`src/rtl/piso_tx_sched.sv`:
```
// Round-robin scheduler sharing one external W-bit PISO between N_REQ byte clients.
// Drives the PISO load/reset controls and produces a valid/last/id qualifier aligned to its serial output.
module piso_tx_sched #(
  parameter int N_REQ = 4,
  parameter int W     = 8,
  parameter int GAP   = 0,
  parameter int IDW   = 2
) (
  input  logic               clk,
  input  logic               rst,
  input  logic [N_REQ-1:0]   req,
  input  logic [N_REQ*W-1:0] data,
  output logic [N_REQ-1:0]   ack,
  output logic [N_REQ-1:0]   grant,
  output logic               busy,
  output logic               piso_rst,
  output logic               piso_load,
  output logic [W-1:0]       piso_pi,
  output logic               sout_valid,
  output logic               sout_last,
  output logic [IDW-1:0]     sout_id
);

  typedef enum logic [1:0] {
    ST_IDLE  = 2'd0,
    ST_LOAD  = 2'd1,
    ST_SHIFT = 2'd2,
    ST_WAIT  = 2'd3
  } state_e;

  localparam int              CW       = $clog2(W + 16);
  localparam logic [CW-1:0]   LAST_BIT = CW'(W - 1);
  localparam logic [CW-1:0]   LAST_GAP = CW'((GAP > 0) ? (GAP - 1) : 0);
  localparam logic [IDW:0]    N_EXT    = (IDW + 1)'(N_REQ);
  localparam logic [N_REQ-1:0] OH_ONE  = {{(N_REQ - 1){1'b0}}, 1'b1};

  state_e            state_q, state_d;
  logic [CW-1:0]     cnt_q, cnt_d;
  logic [IDW-1:0]    rr_q, rr_d;
  logic [IDW-1:0]    owner_q, owner_d;
  logic [N_REQ-1:0]  ack_q, ack_d;
  logic [N_REQ-1:0]  grant_q, grant_d;
  logic              busy_q, busy_d;
  logic              piso_rst_q, piso_rst_d;
  logic              piso_load_q, piso_load_d;
  logic [W-1:0]      piso_pi_q, piso_pi_d;
  logic              sout_valid_q, sout_valid_d;
  logic              sout_last_q, sout_last_d;
  logic [IDW-1:0]    sout_id_q, sout_id_d;

  logic [IDW:0]      cand_s;
  logic              win_found_s;
  logic [IDW-1:0]    win_idx_s;
  logic [IDW:0]      rr_inc_s;
  logic [N_REQ-1:0]  win_oh_s;

  // Round-robin search: first requester at or above the pointer, wrapping at N_REQ.
  always_comb begin
    win_found_s = 1'b0;
    win_idx_s   = '0;
    cand_s      = '0;
    for (int i = 0; i < N_REQ; i++) begin
      cand_s = {1'b0, rr_q} + (IDW + 1)'(i);
      cand_s = (cand_s >= N_EXT) ? (cand_s - N_EXT) : cand_s;
      if (!win_found_s && req[cand_s[IDW-1:0]]) begin
        win_found_s = 1'b1;
        win_idx_s   = cand_s[IDW-1:0];
      end else begin
        win_found_s = win_found_s;
      end
    end
    rr_inc_s = {1'b0, win_idx_s} + (IDW + 1)'(1);
    win_oh_s = OH_ONE << win_idx_s;
  end

  // State and bookkeeping registers.
  always_ff @(posedge clk or negedge rst) begin
    if (!rst) begin
      state_q <= ST_IDLE;
      cnt_q   <= '0;
      rr_q    <= '0;
      owner_q <= '0;
    end else begin
      state_q <= state_d;
      cnt_q   <= cnt_d;
      rr_q    <= rr_d;
      owner_q <= owner_d;
    end
  end

  // Next-state logic; the counter runs the SHIFT bits and then the WAIT gap.
  always_comb begin
    state_d = state_q;
    cnt_d   = cnt_q;
    rr_d    = rr_q;
    owner_d = owner_q;
    case (state_q)
      ST_IDLE: begin
        if (win_found_s && !piso_rst_q) begin
          state_d = ST_LOAD;
          owner_d = win_idx_s;
          rr_d    = (rr_inc_s == N_EXT) ? '0 : rr_inc_s[IDW-1:0];
        end else begin
          state_d = ST_IDLE;
        end
      end
      ST_LOAD: begin
        state_d = ST_SHIFT;
        cnt_d   = '0;
      end
      ST_SHIFT: begin
        if (cnt_q == LAST_BIT) begin
          state_d = (GAP > 0) ? ST_WAIT : ST_IDLE;
          cnt_d   = '0;
        end else begin
          cnt_d   = cnt_q + CW'(1);
        end
      end
      ST_WAIT: begin
        if (cnt_q == LAST_GAP) begin
          state_d = ST_IDLE;
          cnt_d   = '0;
        end else begin
          cnt_d   = cnt_q + CW'(1);
        end
      end
      default: begin
        state_d = ST_IDLE;
        cnt_d   = '0;
      end
    endcase
  end

  // Output next values; the serial qualifier is the SHIFT flag delayed one cycle.
  always_comb begin
    ack_d        = '0;
    grant_d      = grant_q;
    piso_load_d  = 1'b0;
    piso_pi_d    = piso_pi_q;
    piso_rst_d   = 1'b0;
    busy_d       = (state_d != ST_IDLE);
    sout_valid_d = (state_q == ST_SHIFT);
    sout_last_d  = (state_q == ST_SHIFT) && (cnt_q == LAST_BIT);
    sout_id_d    = sout_id_q;
    if (state_q == ST_IDLE && state_d == ST_LOAD) begin
      ack_d       = win_oh_s;
      grant_d     = win_oh_s;
      piso_load_d = 1'b1;
      piso_pi_d   = data[win_idx_s*W +: W];
    end else if (state_q == ST_SHIFT && state_d != ST_SHIFT) begin
      grant_d = '0;
    end else begin
      grant_d = grant_q;
    end
    if (state_q == ST_SHIFT && cnt_q == '0) begin
      sout_id_d = owner_q;
    end else begin
      sout_id_d = sout_id_q;
    end
  end

  // Registered outputs; piso_rst stays high until the first edge after reset release.
  always_ff @(posedge clk or negedge rst) begin
    if (!rst) begin
      ack_q        <= '0;
      grant_q      <= '0;
      busy_q       <= 1'b0;
      piso_rst_q   <= 1'b1;
      piso_load_q  <= 1'b0;
      piso_pi_q    <= '0;
      sout_valid_q <= 1'b0;
      sout_last_q  <= 1'b0;
      sout_id_q    <= '0;
    end else begin
      ack_q        <= ack_d;
      grant_q      <= grant_d;
      busy_q       <= busy_d;
      piso_rst_q   <= piso_rst_d;
      piso_load_q  <= piso_load_d;
      piso_pi_q    <= piso_pi_d;
      sout_valid_q <= sout_valid_d;
      sout_last_q  <= sout_last_d;
      sout_id_q    <= sout_id_d;
    end
  end

  assign ack        = ack_q;
  assign grant      = grant_q;
  assign busy       = busy_q;
  assign piso_rst   = piso_rst_q;
  assign piso_load  = piso_load_q;
  assign piso_pi    = piso_pi_q;
  assign sout_valid = sout_valid_q;
  assign sout_last  = sout_last_q;
  assign sout_id    = sout_id_q;

endmodule

```
`config.mk`:
```
export PLATFORM = sky130hd
export DESIGN_NAME = piso_tx_sched
export DESIGN_NICKNAME = d
export VERILOG_FILES = /design/src/rtl/piso_tx_sched.sv
export SDC_FILE = /design/constraint.sdc
export NUM_CORES = 1
export LEC_CHECK = 0
export ABC_AREA = 1
export BUFFER_PORTS_ARGS = -buffer_cell sky130_fd_sc_hd__buf_2
export CORE_UTILIZATION = 51
export CTS_CLUSTER_SIZE = 12
export DETAILED_ROUTE_END_ITERATION = 16
export GPL_TIMING_DRIVEN = 1
export PLACE_DENSITY_LB_ADDON = 0.3
export SLEW_MARGIN = 20
export SYNTH_ARGS = -nofsm -noshare
export SYNTH_HDL_FRONTEND = slang
export SYNTH_SLANG_ARGS = --single-unit
```
`constraint.sdc`:
```
create_clock -name clk -period 2.4 [get_ports clk]
set_input_delay 0.48 -clock clk [delete_from_list [all_inputs] [get_ports clk]]
set_output_delay 0.48 -clock clk [all_outputs]
set_load 0.05 [all_outputs]
```
==> results of run 1 <==
[cells in the final DEF (no fill, tap or decap), drive strengths merged, types with 4 or more instances in the layout]
| cell type | n |
|---|---|
| inv | 43 |
| ha | 6 |
| clkbuf | 7 |
| nand3 | 29 |
| nor2 | 13 |
| nand2 | 127 |
| buf | 62 |
| dfrtp | 33 |
| o21ai | 12 |
| o22ai | 4 |
[cells by family (layout without fill, tap and decap cells)]
group / Yosys count / count (layout) / synth area share, %
flip-flops: 34 / 34 / 41.8
XOR/XNOR: 2 / 2 / 0.859
other: 1 / 1 / 0.184
AND/OR/NAND/NOR: 171 / 171 / 36.8
adder cells (fa/ha/maj): 6 / 6 / 3.68
AO/OA/AOI/OAI: 20 / 20 / 5.95
buffers and inverters: 47 / 113 / 10.7
[metal layers]
metal | global-route usage [%] | wire (um)
met1 | 29.9 | 1960
met5 | 0 | 0
met3 | 5.38 | 228
met2 | 36.5 | 1940
met4 | 8.70 | 58
[registers in the layout (all words and copies together), names as in the netlist]
| signal | cells |
|---|---|
| ack | 4 |
| busy | 1 |
| cnt_q | 5 |
| grant | 4 |
| owner_q | 2 |
| piso_load | 1 |
| piso_pi | 8 |
| piso_rst | 1 |
| rr_q | 2 |
| sout_id | 2 |
| sout_last | 1 |
| sout_valid | 1 |
| state_q | 2 |
[layout make-up]
type	count	area, sq um	area share [%]
Tap cell	48	60.1	2.45
Timing Repair Buffer	62	315	12.9
Clock inverter	1	5.00	0.204
Inverter	43	161	6.59
Clock buffer	7	86.3	3.52
Sequential cell	34	853	34.8
Multi-Input combinational cell	200	968	39.5
[power groups by stage]
stage | Combinational (uW) | Clock (uW) | Sequential (uW)
4_1_cts | 2670 | 439 | 958
6_report | 2670 | 429 | 959
2_1_floorplan | 1690 | 0 | 1440
3_3_place_gp | 2620 | 0 | 959
5_1_grt | 3030 | 460 | 987
3_5_place_dp | 2670 | 0 | 963
[worst paths after layout]
check,start,endpoint,slack [ns],cells after the start
max reg2reg,rr_q[0],rr_q[1],0.29,11
min in group clk,piso_pi[2],piso_pi[2],0.49,2
max in group asynchronous,rst,rr_q[0],1.65,1
max,rr_q[0],rr_q[1],0.29,11
min,rst,cnt_q[2],0.25,1
min reg2reg,piso_pi[2],piso_pi[2],0.49,2
[what timing repair did]
item                                    CTS  global route
setup buffers                             0             0
endpoints found under the setup margin    0             4
gates resized for setup                   0             1
[cell usage after synthesis, drive strengths merged]
master and number:
nor2 13, dfstp 1, xor2 2, o21a 1, o32ai 1, o22ai 4, o21ai 12, nand4 2
dfrtp 33, a21oi 2, conb 1, nand2 127, ha 6, nand3 29, inv 43, buf 4
[stage by stage]
step                      setup WS [ns]  area, sq um  hold WS (ns)
after floorplan                   0.583         2040         0.184
after global placement            0.293         2360         0.475
after detailed placement          0.179         2360         0.472
after CTS                         0.177         2450         0.270
after global routing             0.0450         2450         0.316
final                             0.294         2450         0.248
[worst reg2reg max path, delay by kind of cell, from the launching register on]
kind / cells / cell delay, ns
adder cells (fa/ha/maj): 1 / 0.31
flip-flops: 1 / 0.49
AO/OA/AOI/OAI: 1 / 0.06
buffers and inverters: 2 / 0.28
AND/OR/NAND/NOR: 7 / 0.85
==> impl_metrics.csv, run 1 <==
group,metric,value,unit
pwr,power.density,1660,mW/mm^2
setup_path,worst-path-buf-inv,2,
timing,fmax,475,MHz
synth,yosysSeqAreaShare,41.8,%
die,design.core.area,0.00374,sq mm
global_route,antenna_found_initial,0,
die,die_x,65.2,um
pwr,p_switching,2250,uW
routing,wl,4190,um
place,routabilityCongestion,0.872,
timing,final.min_clock_period,2.11,ns
pwr,power.total,4060,uW
pwr,comb_power_share,65.8,%
synth,synth_cell_types,27,
clock_network,clkSlewWorstSetupHoldPaths,0.07,ns
layout,final_nets,390,
routing,wl_per_cell,10.6,um
routing,drc,0,
global_route,grt_pass1_wl,7420,um
clock_network,cts_tree,"yes",
clock_network,cts_buffer_depth,2,
die,io_pins,61,
pwr,p_leak,0.00147,uW
flow_run,max-cap-violations,0,
global_route,grt_usage,22.9,%
synth,syn_area_per_cell,7.26,sq um
clock_network,cts_root_buffer,"clkbuf_8",
timing,setup_viol,0,
worst_hold_path,hp-class,"input port to asynchronous set/reset pin",
layout,area.growth.synth_to_final,20.1,%
setup_path,cp_data_required_time,2.57,ns
timing,period_share,87.8,%
place,dp_hpwl,3200,um
clock_network,h-tree-depth,2,
routing,drt-vias-per-instance,4.82,
place,dp_cells,387,
synth,synth_largest_area_cell,"dfrtp_1",
routing,ant_nets,0,
global_route,overflow,0,
timing,rsz0062_at_grt,"false",
layout,fillers,360,
pwr,clkPwrFrac,10.6,%
setup_path,path_cells,"inv_2 > nand2_1 > nand3_1 > nand2_2 > nor2_4 > nand3_4 > nand3_4 > inv_2 > ha_1 > nand2_1 > o21ai_0",
global_route,grt_start_max_net_pins,35,
synth,syn_nets,325,
pwr,power.internal,1800,uW
synth,ys_ff_latch,34,
die,start_util,54.5,%
timing,maxSlewViolCount,0,
global_route,grt_pass1_vias,1744,
setup_path,critPathMaxFanout,12,
layout,instances_no_fill,395,
synth,syn_area,0.00204,sq mm
timing,finalHoldViolCount,0,
layout,drive_above_1_share,26.8,%
run_status,status,"finished clean",
synth,syn_inst,281,
setup_path,arrival,2.28,ns
die,core.rowCount,22,
clock_network,worstSkewPairLatency,0.29,ns
synth,yosysTopAreaCellShare,40.5,%
setup_path,critical_path_class,"register to register",
setup_path,cpMaxStageDelayCell,"dfrtp_2",
timing,worst_pin_slew,0.725,ns
layout,final_core_util,65.4,%
clock_network,cts_buffers,5,
pwr,vdd_drop_max,679,uV
synth,synthTopCellsByArea,"dfrtp_1 40%, nand2_1 22%, inv_1 7.0%",
timing,clock_skew,0.00770,ns
clock_network,clkSinkCount,34,
timing,finalSetupTns,0,ns
setup_path,path_delay_family,"simple AND/OR/NAND/NOR gates",
setup_path,end_kind,"register",
routing,first_pass_iters,4,
setup_path,max_stage_delay,0.49,ns
setup_path,worst_setup_path_start_kind,"register",
pwr,seqPwrFrac,23.6,%
clock_network,cts.hold.buffers_added,0,
synth,yosysWarnings,0,
die,die_h,65.2,um
routing,vias,1902,
pwr,p_sw_share,55.6,%
timing,slew_headroom,51.6,%
die,die_area,0.00426,sq mm
place,io_buffers,60,
layout,n_antenna_cell,0,
routing,drt_iter0_drc,141,
Power figures use the tool's default switching activity.
==> inputs of run 2 (changes only) <==
--- a/config.mk
+++ b/config.mk
@@ -6,8 +6,8 @@
 export NUM_CORES = 1
 export LEC_CHECK = 0
 export ABC_AREA = 1
-export BUFFER_PORTS_ARGS = -buffer_cell sky130_fd_sc_hd__buf_2
-export CORE_UTILIZATION = 51
+export BUFFER_PORTS_ARGS = -buffer_cell sky130_fd_sc_hd__buf_4
+export CORE_UTILIZATION = 50
 export CTS_CLUSTER_SIZE = 12
 export DETAILED_ROUTE_END_ITERATION = 16
 export GPL_TIMING_DRIVEN = 1
==> run 2 against run 1 <==
Hold slack lost 0.12 ns; global-route usage up 0.95 points; flip-flop and latch count did not move; sequential power increased by 1%; via count shrank 0.21%; total power grew 3.1%; non-clock buffer count shrank 1; sequential share of layout area shrank 1.9 points; critical endpoint unchanged; highest routed layer unchanged.
==> impl_metrics.csv, run 2 (same netlist as run 1, synthesis figures left out) <==
group,metric,value,unit
setup_path,r2r_start,"rr_q[0]",
layout,n_antenna_cell,0,
setup_path,critPathMaxFanout,12,
pwr,p_leak,0.00150,uW
clock_network,h-tree-depth,2,
timing,rsz0062_at_grt,"false",
timing,hold_ws,0.128,ns
setup_path,arrival,2.28,ns
place,dpl_cell_area,0.00250,sq mm
setup_path,worstReg2RegEnd,"rr_q[1]",
setup_path,path_delay_family,"simple AND/OR/NAND/NOR gates",
routing,drt_iter0_drc,115,
routing,vias,1898,
clock_network,cts_buffer_depth,2,
layout,drive_above_1_share,26.6,%
die,start_util,53.7,%
clock_network,cts_root_buffer,"clkbuf_8",
layout,final_area,0.00259,sq mm
setup_path,cp_data_required_time,2.57,ns
clock_network,post_cts_resized,0,
layout,final_core_util,68.2,%
run_status,status,"finished clean",
setup_path,path_cells,"inv_2 > nand2_1 > nand3_1 > nand2_2 > nor2_4 > nand3_4 > nand3_4 > inv_2 > ha_1 > nand2_1 > o21ai_0",
routing,first_pass_iters,4,
layout,fillers,336,
die,die_h,65.9,um
layout,final_common_cell,"nand2_1",
place,dp_hpwl,3310,um
setup_path,cpMaxStageDelayCell,"dfrtp_2",
global_route,grt_pass1_wl,7820,um
setup_path,rr_worst_depth,11,
clock_network,worstSkewPairLatency,0.29,ns
routing,drc,0,
timing,period_share,87.9,%
clock_network,cts_buffers,5,
global_route,grt_pass1_vias,1820,
clock_network,cts.hold.buffers_added,0,
timing,setup_viol,0,
routing,wl,4470,um
routing,drt-vias-per-instance,4.82,
place,routabilityCongestion,0.858,
global_route,overflow,0,
layout,area.growth.synth_to_final,27.1,%
timing,finalSetupTns,0,ns
setup_path,worst_setup_path_start_kind,"register",
timing,clock_skew,0.00349,ns
flow_run,max-cap-violations,0,
global_route,grt_start_max_net_pins,35,
die,die_area,0.00434,sq mm
die,die_x,65.9,um
timing,fmax,474,MHz
layout,largest_reg_flops,8,
setup_path,critical_path_class,"register to register",
routing,wl_per_cell,11.3,um
timing,maxSlewViolCount,0,
global_route,grt_usage,23.8,%
timing,finalHoldViolCount,0,
clock_network,clkSinkCount,34,
setup_path,r2r_setup_slack,0.29,ns
layout,final_nets,389,
setup_path,max_stage_delay,0.48,ns
die,io_pins,61,
place,io_buffers,60,
setup_path,end_kind,"register",
clock_network,clkSlewWorstSetupHoldPaths,0.07,ns
worst_hold_path,hp-class,"input port to asynchronous set/reset pin",
pwr,vdd_drop_max,718,uV
clock_network,cts_tree,"yes",
routing,ant_nets,0,
timing,final.min_clock_period,2.11,ns
layout,layout_common_cells,"117 x nand2_1, 61 x buf_4, 38 x inv_1",
pwr,power.density,1610,mW/mm^2
clock_network,post_cts_buffers,0,
setup_path,worst-path-buf-inv,2,
die,core.rowCount,22,
die,design.core.area,0.00380,sq mm
global_route,antenna_found_initial,0,
pwr,power.total,4180,uW
-- run 2: cell count changes in the layout (fill, tap and decap cells not counted) --
cell,delta
buf_2,-60
buf_4,+59
-- run 2: worst register-to-register path, cell delays in order (launching register included) --
cell,delay [ns]
dfrtp_2,0.48
inv_2,0.16
nand2_1,0.09
nand3_1,0.11
nand2_2,0.08
nor2_4,0.16
nand3_4,0.15
nand3_4,0.18
inv_2,0.12
ha_1,0.31
nand2_1,0.06
o21ai_0,0.07
-- run 2: how the worst max path moves through the flow --
stage             from         end  cells past startpoint
3_5_place_dp   rr_q[0]     rr_q[1]                     12
5_1_grt        rr_q[0]     rr_q[1]                     11
3_3_place_gp   rr_q[0]  owner_q[0]                     13
2_1_floorplan   req[3]     rr_q[1]                     11
4_1_cts        rr_q[0]     rr_q[1]                     12
6_report       rr_q[0]     rr_q[1]                     11
-- run 2: cell type report --
class	count	area (sq um)	area share, %
Sequential cell	34	853	32.9
Timing Repair Buffer	61	458	17.7
Clock inverter	1	5.00	0.193
Inverter	43	161	6.23
Tap cell	48	60.1	2.32
Multi-Input combinational cell	200	968	37.4
Clock buffer	7	86.3	3.33
-- run 2: per-stage QoR --
step,worst slack [ns],cells
3_5_place_dp,0.186,386
6_report,0.290,394
3_3_place_gp,0.256,386
4_1_cts,0.203,394
5_1_grt,0.0767,394
2_1_floorplan,0.583,281
-- run 2: layer usage --
metal  global-route usage (%)  wire (um)  vias up
li1                         -          -      987
met4                     9.51         94        0
met1                     30.2       2050      853
met5                        0          0        -
met2                     38.1       2070       52
met3                     6.38        244        6
-- run 2: report_power, final --
part / internal [uW] / switching, uW / total (uW)
Clock: 231 / 210 / 442
Sequential: 805 / 165 / 969
Combinational: 857 / 1920 / 2770
==> inputs of run 3 (changes only) <==
--- a/config.mk
+++ b/config.mk
@@ -11,7 +11,7 @@
 export CTS_CLUSTER_SIZE = 12
 export DETAILED_ROUTE_END_ITERATION = 16
 export GPL_TIMING_DRIVEN = 1
-export PLACE_DENSITY_LB_ADDON = 0.3
+export PLACE_DENSITY = 0.82
 export SLEW_MARGIN = 20
 export SYNTH_ARGS = -nofsm -noshare
 export SYNTH_HDL_FRONTEND = slang
==> run 3 against run 2 <==
Routed wire length up 5.2%; combinational power hardly changed; cell count stayed put; clock power grew 43%; flip-flop and latch count did not move; critical endpoint is now owner_q[0]; utilization is 1.2 points higher; via count up 2.5%; design area rose by 1.8%; clock-buffer cell count shrank 2; largest cell class unchanged; hold slack worse by 0.0024 ns; sequential power rose by 1%.
==> impl_metrics.csv, run 3 (same netlist as run 1, synthesis figures left out) <==
group,metric,value,unit
run_status,status,"finished clean",
flow_run,max-cap-violations,0,
clock_network,cts_buffers,5,
layout,fillers,332,
routing,ant_nets,0,
die,die_h,65.9,um
die,start_util,53.7,%
layout,layout_common_cells,"117 x nand2_1, 61 x buf_4, 38 x inv_1",
clock_network,clkSlewWorstSetupHoldPaths,0.07,ns
layout,instances_no_fill,394,
setup_path,worstReg2RegEnd,"owner_q[0]",
routing,drt_iter0_drc,87,
setup_path,cpMaxStageDelayCell,"dfrtp_2",
timing,fmax,458,MHz
setup_path,worst_setup_path_start_kind,"register",
routing,vias,1946,
timing,clock_skew,0.00490,ns
die,design.core.area,0.00380,sq mm
routing,wl_per_cell,11.9,um
global_route,antenna_found_initial,0,
setup_path,critPathMaxFanout,21,
clock_network,cts_root_buffer,"clkbuf_8",
timing,worst_slack,0.217,ns
pwr,power.density,1660,mW/mm^2
setup_path,end_kind,"register",
global_route,grt_pass1_vias,1874,
place,dp_cells,386,
timing,maxSlewViolCount,0,
global_route,overflow,0,
timing,setup_viol,0,
global_route,grt_start_max_net_pins,35,
setup_path,worst-path-buf-inv,3,
die,die_area,0.00434,sq mm
setup_path,arrival,2.34,ns
clock_network,cts.hold.buffers_added,0,
timing,period_share,90.9,%
timing,final.min_clock_period,2.18,ns
place,pre_cts_ws,0.168,ns
layout,final_core_util,69.5,%
pwr,p_leak,0.00152,uW
clock_network,worstSkewPairLatency,0.29,ns
setup_path,r2r_setup_slack,0.22,ns
setup_path,critical_path_class,"register to register",
timing,finalHoldViolCount,0,
setup_path,r2r_start,"rr_q[0]",
timing,rsz0062_at_grt,"false",
setup_path,rr_worst_depth,12,
place,dp_hpwl,3550,um
layout,area.growth.synth_to_final,29.4,%
clock_network,cts_buffer_depth,2,
routing,first_pass_iters,4,
routing,wl,4700,um
worst_hold_path,hp-class,"input port to asynchronous set/reset pin",
layout,n_antenna_cell,0,
clock_network,clkSinkCount,34,
place,io_buffers,60,
clock_network,h-tree-depth,2,
pwr,vdd_drop_max,922,uV
setup_path,crit_start,"rr_q[0]",
routing,drt-vias-per-instance,4.94,
setup_path,path_delay_family,"simple AND/OR/NAND/NOR gates",
timing,finalSetupTns,0,ns
timing,hold_ws,0.126,ns
layout,final_nets,389,
die,core.rowCount,22,
routing,drc,0,
global_route,grt_pass1_wl,8140,um
die,io_pins,61,
place,routabilityCongestion,0.829,
setup_path,cp_data_required_time,2.56,ns
layout,drive_above_1_share,26.9,%
global_route,grt_usage,24.9,%
setup_path,path_cells,"inv_2 > nand2_1 > nand3_1 > nand2_2 > nor2_4 > nand3_4 > nand2_2 > inv_2 > nand2_4 > inv_2 > nand2_1 > o21ai_0",
setup_path,path_common_cell,"inv_2",
die,die_x,65.9,um
setup_path,max_stage_delay,0.49,ns
layout,largest_reg_flops,8,
layout,final_common_cell,"nand2_1",
clock_network,cts_tree,"yes",
## run 3: per-layer routing
layer | share of wire [%] | global-route usage (%) | wire [um] | up-vias
met4 | 1.3 | 8.70 | 63 | 0
met3 | 5.0 | 3.97 | 237 | 4
met5 | 0 | 0 | 0 | -
li1 | - | - | - | 987
met2 | 52 | 44.3 | 2420 | 60
met1 | 42 | 30.3 | 1980 | 895
## run 3: metrics by stage
step	total power (uW)	area [sq um]
final	4390	2640
after global routing	4800	2640
after CTS	4410	2640
after detailed placement	3740	2500
after global placement	3670	2500
after floorplan	3130	2040
## run 3: how the worst max path moves through the flow
stage	to	slack (ns)	cells after the start
floorplan	rr_q[1]	0.58	11
global placement	owner_q[0]	0.24	13
detailed placement	owner_q[0]	0.17	13
CTS	owner_q[0]	0.14	13
global route	rr_q[1]	0.04	11
finish	owner_q[0]	0.22	12
## run 3: where the power goes
group          leakage, uW  internal [uW]  switching, uW
Sequential        0.000431            805            176
Combinational      0.00102            856           1920
Clock            0.0000683            416            217
## run 3: cell type report
type,count,area [sq um],area share [%]
clock buffer,5,68.8,2.61
clock inverter,3,68.8,2.61
inverter,43,161,6.12
multi-input combinational,200,968,36.7
sequential,34,853,32.3
tap,48,60.1,2.28
timing repair buffer,61,458,17.4
## run 3: timing repair
item,in CTS,in global routing
resized for setup,0,1
setup endpoints to repair,0,6
buffers inserted,0,0
